**src/rtl/channel_phase_ctrl.sv**
```systemverilog
// channel_phase_ctrl: per-channel oscillator controller.
// Accepts note commands over valid/ready and runs a clock divider plus an
// M-bit phase counter. A note-off lets the current waveform cycle finish
// (DRAIN) before the channel is silenced.
module channel_phase_ctrl #(
  parameter int unsigned M = 6,
  parameter int unsigned D = 16
) (
  input  logic         clk,
  input  logic         rst,
  input  logic         cmd_valid,
  output logic         cmd_ready,
  input  logic [1:0]   cmd_op,
  input  logic [D-1:0] cmd_div,
  output logic [M-1:0] phase,
  output logic         gate,
  output logic         wrap,
  output logic         err
);

  typedef enum logic [1:0] {IDLE, RUN, DRAIN} state_t;

  localparam logic [1:0] OP_NOTE_ON  = 2'd1;
  localparam logic [1:0] OP_NOTE_OFF = 2'd2;

  state_t       state, state_n;
  logic [D-1:0] div_reg, div_n;
  logic [D-1:0] tick, tick_n;
  logic [M-1:0] phase_n;
  logic         gate_n, wrap_n, err_n;
  logic         accept, note_on, note_off, div_zero, tick_last, phase_last;

  // Command decode; cmd_ready depends on the state register only.
  always_comb begin
    cmd_ready  = (state != DRAIN);
    accept     = cmd_valid && cmd_ready;
    note_on    = accept && (cmd_op == OP_NOTE_ON);
    note_off   = accept && (cmd_op == OP_NOTE_OFF);
    div_zero   = (cmd_div == '0);
    tick_last  = (tick == div_reg - 1'b1);
    phase_last = (phase == '1);
  end

  // Next-state and datapath: ticking is computed first, then command
  // handling overrides it where a command takes precedence.
  always_comb begin
    state_n = state;
    div_n   = div_reg;
    tick_n  = tick;
    phase_n = phase;
    wrap_n  = 1'b0;
    err_n   = 1'b0;

    if (state != IDLE) begin
      if (tick_last) begin
        tick_n  = '0;
        phase_n = phase + 1'b1;
        wrap_n  = phase_last;
      end else begin
        tick_n = tick + 1'b1;
      end
    end

    case (state)
      IDLE: begin
        if (note_on && !div_zero) begin
          div_n   = cmd_div;
          tick_n  = '0;
          phase_n = '0;
          state_n = RUN;
        end
      end
      RUN: begin
        if (note_on && !div_zero) begin
          // Retrigger: restart the divider but hold phase on this edge.
          div_n   = cmd_div;
          tick_n  = '0;
          phase_n = phase;
          wrap_n  = 1'b0;
        end else if (note_off) begin
          if (phase == '0) begin
            state_n = IDLE;
            tick_n  = '0;
            phase_n = '0;
            wrap_n  = 1'b0;
          end else begin
            state_n = DRAIN;
          end
        end
      end
      DRAIN: begin
        if (tick_last && phase_last) begin
          state_n = IDLE;
          tick_n  = '0;
        end
      end
      default: state_n = IDLE;
    endcase

    if (note_on && div_zero) begin
      err_n = 1'b1;
    end

    gate_n = (state_n != IDLE);
  end

  // State and output registers with asynchronous reset.
  always_ff @(posedge clk or posedge rst) begin
    if (rst) begin
      state   <= IDLE;
      div_reg <= '0;
      tick    <= '0;
      phase   <= '0;
      gate    <= 1'b0;
      wrap    <= 1'b0;
      err     <= 1'b0;
    end else begin
      state   <= state_n;
      div_reg <= div_n;
      tick    <= tick_n;
      phase   <= phase_n;
      gate    <= gate_n;
      wrap    <= wrap_n;
      err     <= err_n;
    end
  end

endmodule
```
**config.mk**
```make
export PLATFORM = sky130hd
export DESIGN_NAME = channel_phase_ctrl
export DESIGN_NICKNAME = d
export VERILOG_FILES = /design/src/rtl/channel_phase_ctrl.sv
export SDC_FILE = /design/constraint.sdc
export NUM_CORES = 1
export LEC_CHECK = 0
export CORE_MARGIN = 2
export CORE_UTILIZATION = 56
export CTS_CLUSTER_SIZE = 12
export DETAILED_ROUTE_END_ITERATION = 12
export GPL_ROUTABILITY_DRIVEN = 0
export PLACE_DENSITY = 0.85
export SETUP_SLACK_MARGIN = 0.5
export SYNTH_ARGS = -nofsm -noshare
export SYNTH_HDL_FRONTEND = slang
export SYNTH_SLANG_ARGS = --single-unit
```
**constraint.sdc**
```tcl
create_clock -name clk -period 3.4 [get_ports clk]
set_clock_uncertainty 0.05 [all_clocks]
set_input_delay 0.68 -clock clk [delete_from_list [all_inputs] [get_ports clk]]
set_output_delay 0.68 -clock clk [all_outputs]
set_load 0.05 [all_outputs]
```
==> results.md <==
Clock tree:
- The clock root buffer master is sky130_fd_sc_hd__clkbuf_8.
- The clock passes through at most 2 buffers.
- The H-tree level count is 2.
- Buffers inserted during clock tree synthesis total 5.
- The clock drives 43 sinks.
- The later-pin clock latency in the skew report is slightly above 300 ps.
- TritonCTS built the clock tree.
- The clock edge transition at the registers on the reported setup and hold paths is 80 ps.
- The post-cts hold buffer count is 0.

Critical path:
- The signal arrival time at the worst endpoint is between 3000 and 4000 ps.
- The class of the most critical setup path is reg2reg.
- The worst setup path is launched from a flip-flop.
- The highest fanout seen on the critical path is 5.
- The path depth of the worst reg2reg path is 9.
- Data on the critical path is required at its endpoint by 3580 ps.
- The kind of end point of the critical path is a flip-flop.

Power and ir drop:
- For this design the static power due to leakage is around 1.3 nW.
- For this design the ratio of total power to cell area is between 600 and 700 nW/um^2.
- IR analysis of the VDD net gives a maximum drop of between 0.3 and 0.4 mV.

Final layout:
- The most frequent standard cell in the layout excluding fill and tap cells is sky130_fd_sc_hd__dfrtp_1.
- In the final layout, the share of cells above drive strength 1 is about 16%.
- The share of the core filled with cells is roughly 72%.
- The diode insertion count for antenna repair is 0.
- The layout net count is 352.
- For this run, the number of standard cells in the final layout without fillers is roughly 380.
- In the layout the commonest cells are sky130_fd_sc_hd__dfrtp_1 (43), sky130_fd_sc_hd__clkdlybuf4s50_1 (30), sky130_fd_sc_hd__nand2_1 (26), sky130_fd_sc_hd__nor2_1 (25), sky130_fd_sc_hd__xor2_1 (18).
- The area growth from synthesis to layout is 22.0%.

Synthesis:
- In this run, distinct cell masters in the synthesized netlist total 51.
- In the synthesized netlist, mux cells make up under 10% of the area.
- The number of nets produced by synthesis is a little over 300.
- The number of flops mapped to enable cells by yosys is 0.
- The synthesized-area fraction occupied by and/or/nand/nor cells is a little under a quarter.
- In the synthesized netlist the async set-or-reset flop fraction comes to between 90% and 100%.
- Counting flops and latches in the post-synthesis netlist gives 43.
- Yosys printed 0 warnings.
- The synthesized netlist devotes between 10% and 20% of its cell area to compound gates.
- After synthesis, the largest family of logic cells by area is simple AND/OR/NAND/NOR gates.
- In this run the cell area of the synthesized design comes to approximately 2600 um^2.
- The share of synthesized area occupied by flip-flops and latches is between 40% and 50%.
- The adder-cell share of the synthesized area is about 1.9%.
- The gate count of the mapped netlist is 283.
- Of the total synthesized cell area, the portion taken by XOR and XNOR cells is between 10% and 20%.
- The most used flip-flop cell after synthesis is sky130_fd_sc_hd__dfrtp_1.
- The average instance area after synthesis is 9.32 um^2.

STA:
- The maximum clock frequency is ~350 MHz.
- Setup repair after global routing left no endpoint under its margin.
- The relative slew slack is 60.6%.
- Setup violations remaining at the end of the flow were counted as 0.
- The final critical path takes up a little over four fifths of the cycle.
- In the post-route analysis, the smallest setup slack over all paths is approximately 540 ps.
- The aggregate negative setup slack is 0 ps.
- The worst hold-check slack is 536 ps.
- The slew of the pin with the lowest slew margin is slightly below 600 ps.
- The routed design could run at a clock period as short as between 2000 and 3000 ps.
- The hold violation count in the final report is 0.
- The count of final max-slew check failures is 0.

Global routing:
- The pin count of the biggest net entering global routing is between 40 and 50.
- The global-route usage over all layers is between 20% and 30%.
- The initial antenna violation count is 0.
- The first global-routing pass estimated 10900 um of wire.
- The remaining global-route overflow is 0.
- The number of global-route vias before repair is 2368.

Min path:
- The path type of the worst min-delay path is reg2reg.
- Along the worst hold path, the cell count comes to 1.

Drt:
- The routed design has 6520 um of wire.
- The count of nets left with antenna violations once routing finished came out at 0.
- The average vias per placed instance is between 6 and 7.
- The first detailed-routing pass took 4 iterations.
- For this block, the via count after detailed routing is between 2000 and 2500.
- The initial DRC count is 174.
- In the final routed layout, each cell accounts on average for 17.2 um.
- The remaining routing DRC violations is 0.

Placed design:
- The HPWL after detailed placement is ~4500 um.
- The instance count after placement with tap cells included is ~360.
- OpenSTA, run right after detailed placement, puts the worst setup slack at about 190 ps.
- In this run the tool buffered the top-level ports with 30 buffer cells.

Run:
- Max-cap violations in this run came to 0.

Die:
- The die covers approximately 5300 um^2.
- During I/O placement, the number of pins put on the boundary was 31.
- The total area inside the core boundary comes to roughly 4400 um^2.
- The height of the chip is 72.6 um.
- In this run the core area contains 24 standard-cell rows.
- The die is about 73 um wide.
- The initial core utilization is between 50% and 60%.

Outcome:
- The run finished with clean final reports.
worst paths after layout:
path	slack (ps)	start	endpoint
max	540	div_reg[1]	phase[4]
min	540	div_reg[14]	div_reg[14]
max reg2reg	540	div_reg[1]	phase[4]
min reg2reg	540	div_reg[14]	div_reg[14]
max in group asynchronous	2180	rst	tick[2]
min in group asynchronous	750	rst	tick[3]
where the power goes:
part           switching [mW]  internal (mW)  total, mW
logic                   0.475          0.399      0.874
clock network           0.179          0.140      0.319
registers               0.210          0.631      0.841
total                   0.864           1.17       2.03
area by class of cell:
| cell class | count | area (um^2) |
|---|---|---|
| Tap cell | 52 | 65.1 |
| Timing Repair Buffer | 45 | 413 |
| Sequential cell | 43 | 1080 |
| Inverter | 12 | 45.0 |
| Multi-Input combinational cell | 220 | 1540 |
| Clock buffer | 5 | 68.8 |
| Clock inverter | 2 | 13.8 |
| Fill cell | 312 | 1230 |
cells in the mapped netlist, types with 2 or more instances:
library cell / instances / area [um^2]
sky130_fd_sc_hd__dfrtp_1: 43 / 1080
sky130_fd_sc_hd__nand2_1: 26 / 97.6
sky130_fd_sc_hd__nor2_1: 25 / 93.8
sky130_fd_sc_hd__xor2_1: 18 / 158
sky130_fd_sc_hd__xnor2_1: 16 / 140
sky130_fd_sc_hd__a21oi_1: 14 / 70.1
sky130_fd_sc_hd__mux2_2: 13 / 146
sky130_fd_sc_hd__nand3_1: 13 / 65.1
sky130_fd_sc_hd__inv_1: 12 / 45.0
sky130_fd_sc_hd__nor3_1: 10 / 50.1
sky130_fd_sc_hd__nor4_1: 9 / 56.3
sky130_fd_sc_hd__o21ai_0: 9 / 45.0
sky130_fd_sc_hd__clkbuf_1: 7 / 26.3
sky130_fd_sc_hd__nand4_1: 6 / 37.5
sky130_fd_sc_hd__or4_1: 5 / 37.5
sky130_fd_sc_hd__ha_1: 4 / 50.1
sky130_fd_sc_hd__o31ai_1: 4 / 30.0
sky130_fd_sc_hd__a211oi_1: 3 / 22.5
sky130_fd_sc_hd__and3_1: 3 / 18.8
sky130_fd_sc_hd__nand2b_1: 3 / 18.8
sky130_fd_sc_hd__o211ai_1: 3 / 22.5
sky130_fd_sc_hd__or2_2: 3 / 18.8
sky130_fd_sc_hd__or3_1: 3 / 18.8
sky130_fd_sc_hd__a31oi_1: 2 / 12.5
sky130_fd_sc_hd__nand4_2: 2 / 25.0
sky130_fd_sc_hd__o2111ai_1: 2 / 17.5
stage by stage:
step,instance area (um^2),power (mW)
6_report,3220,2.03
3_3_place_gp,3020,1.57
2_1_floorplan,2640,1.39
5_1_grt,3220,2.17
4_1_cts,3190,1.99
3_5_place_dp,3020,1.61
kinds of logic after synthesis:
group                      count (synthesis)
DFF                                       43
adders and majority gates                  4
xor gates and xnor gates                  34
buffers and inverters                     20
AOI/OAI and AO/OA                         52
and+or+nand+nor                          117
muxes                                     13
routing by layer:
metal / track usage (%) / up-vias / wire length [um]
met2: 44.3 / 88 / 3070
met1: 35.9 / 1140 / 2860
met5: 0 / - / 0
li1: - / 1116 / -
met4: 12.1 / 0 / 187
met3: 4.01 / 19 / 412
worst max-delay path: stages, from the launching register on:
cell,delay [ps]
sky130_fd_sc_hd__dfrtp_1,400
sky130_fd_sc_hd__inv_2,80
sky130_fd_sc_hd__ha_4,150
sky130_fd_sc_hd__or4b_4,510
sky130_fd_sc_hd__o21ai_0,200
sky130_fd_sc_hd__o211ai_1,150
sky130_fd_sc_hd__a211oi_1,400
sky130_fd_sc_hd__nand4_4,190
sky130_fd_sc_hd__or4_1,490
sky130_fd_sc_hd__a21oi_1,160
what timing repair did:
item,CTS,global route
setup endpoints to repair,22,22
cloned,0,0
resized for setup,6,4
buffers inserted,5,3
pin swaps,4,7
(Power assumes the default switching activity.)
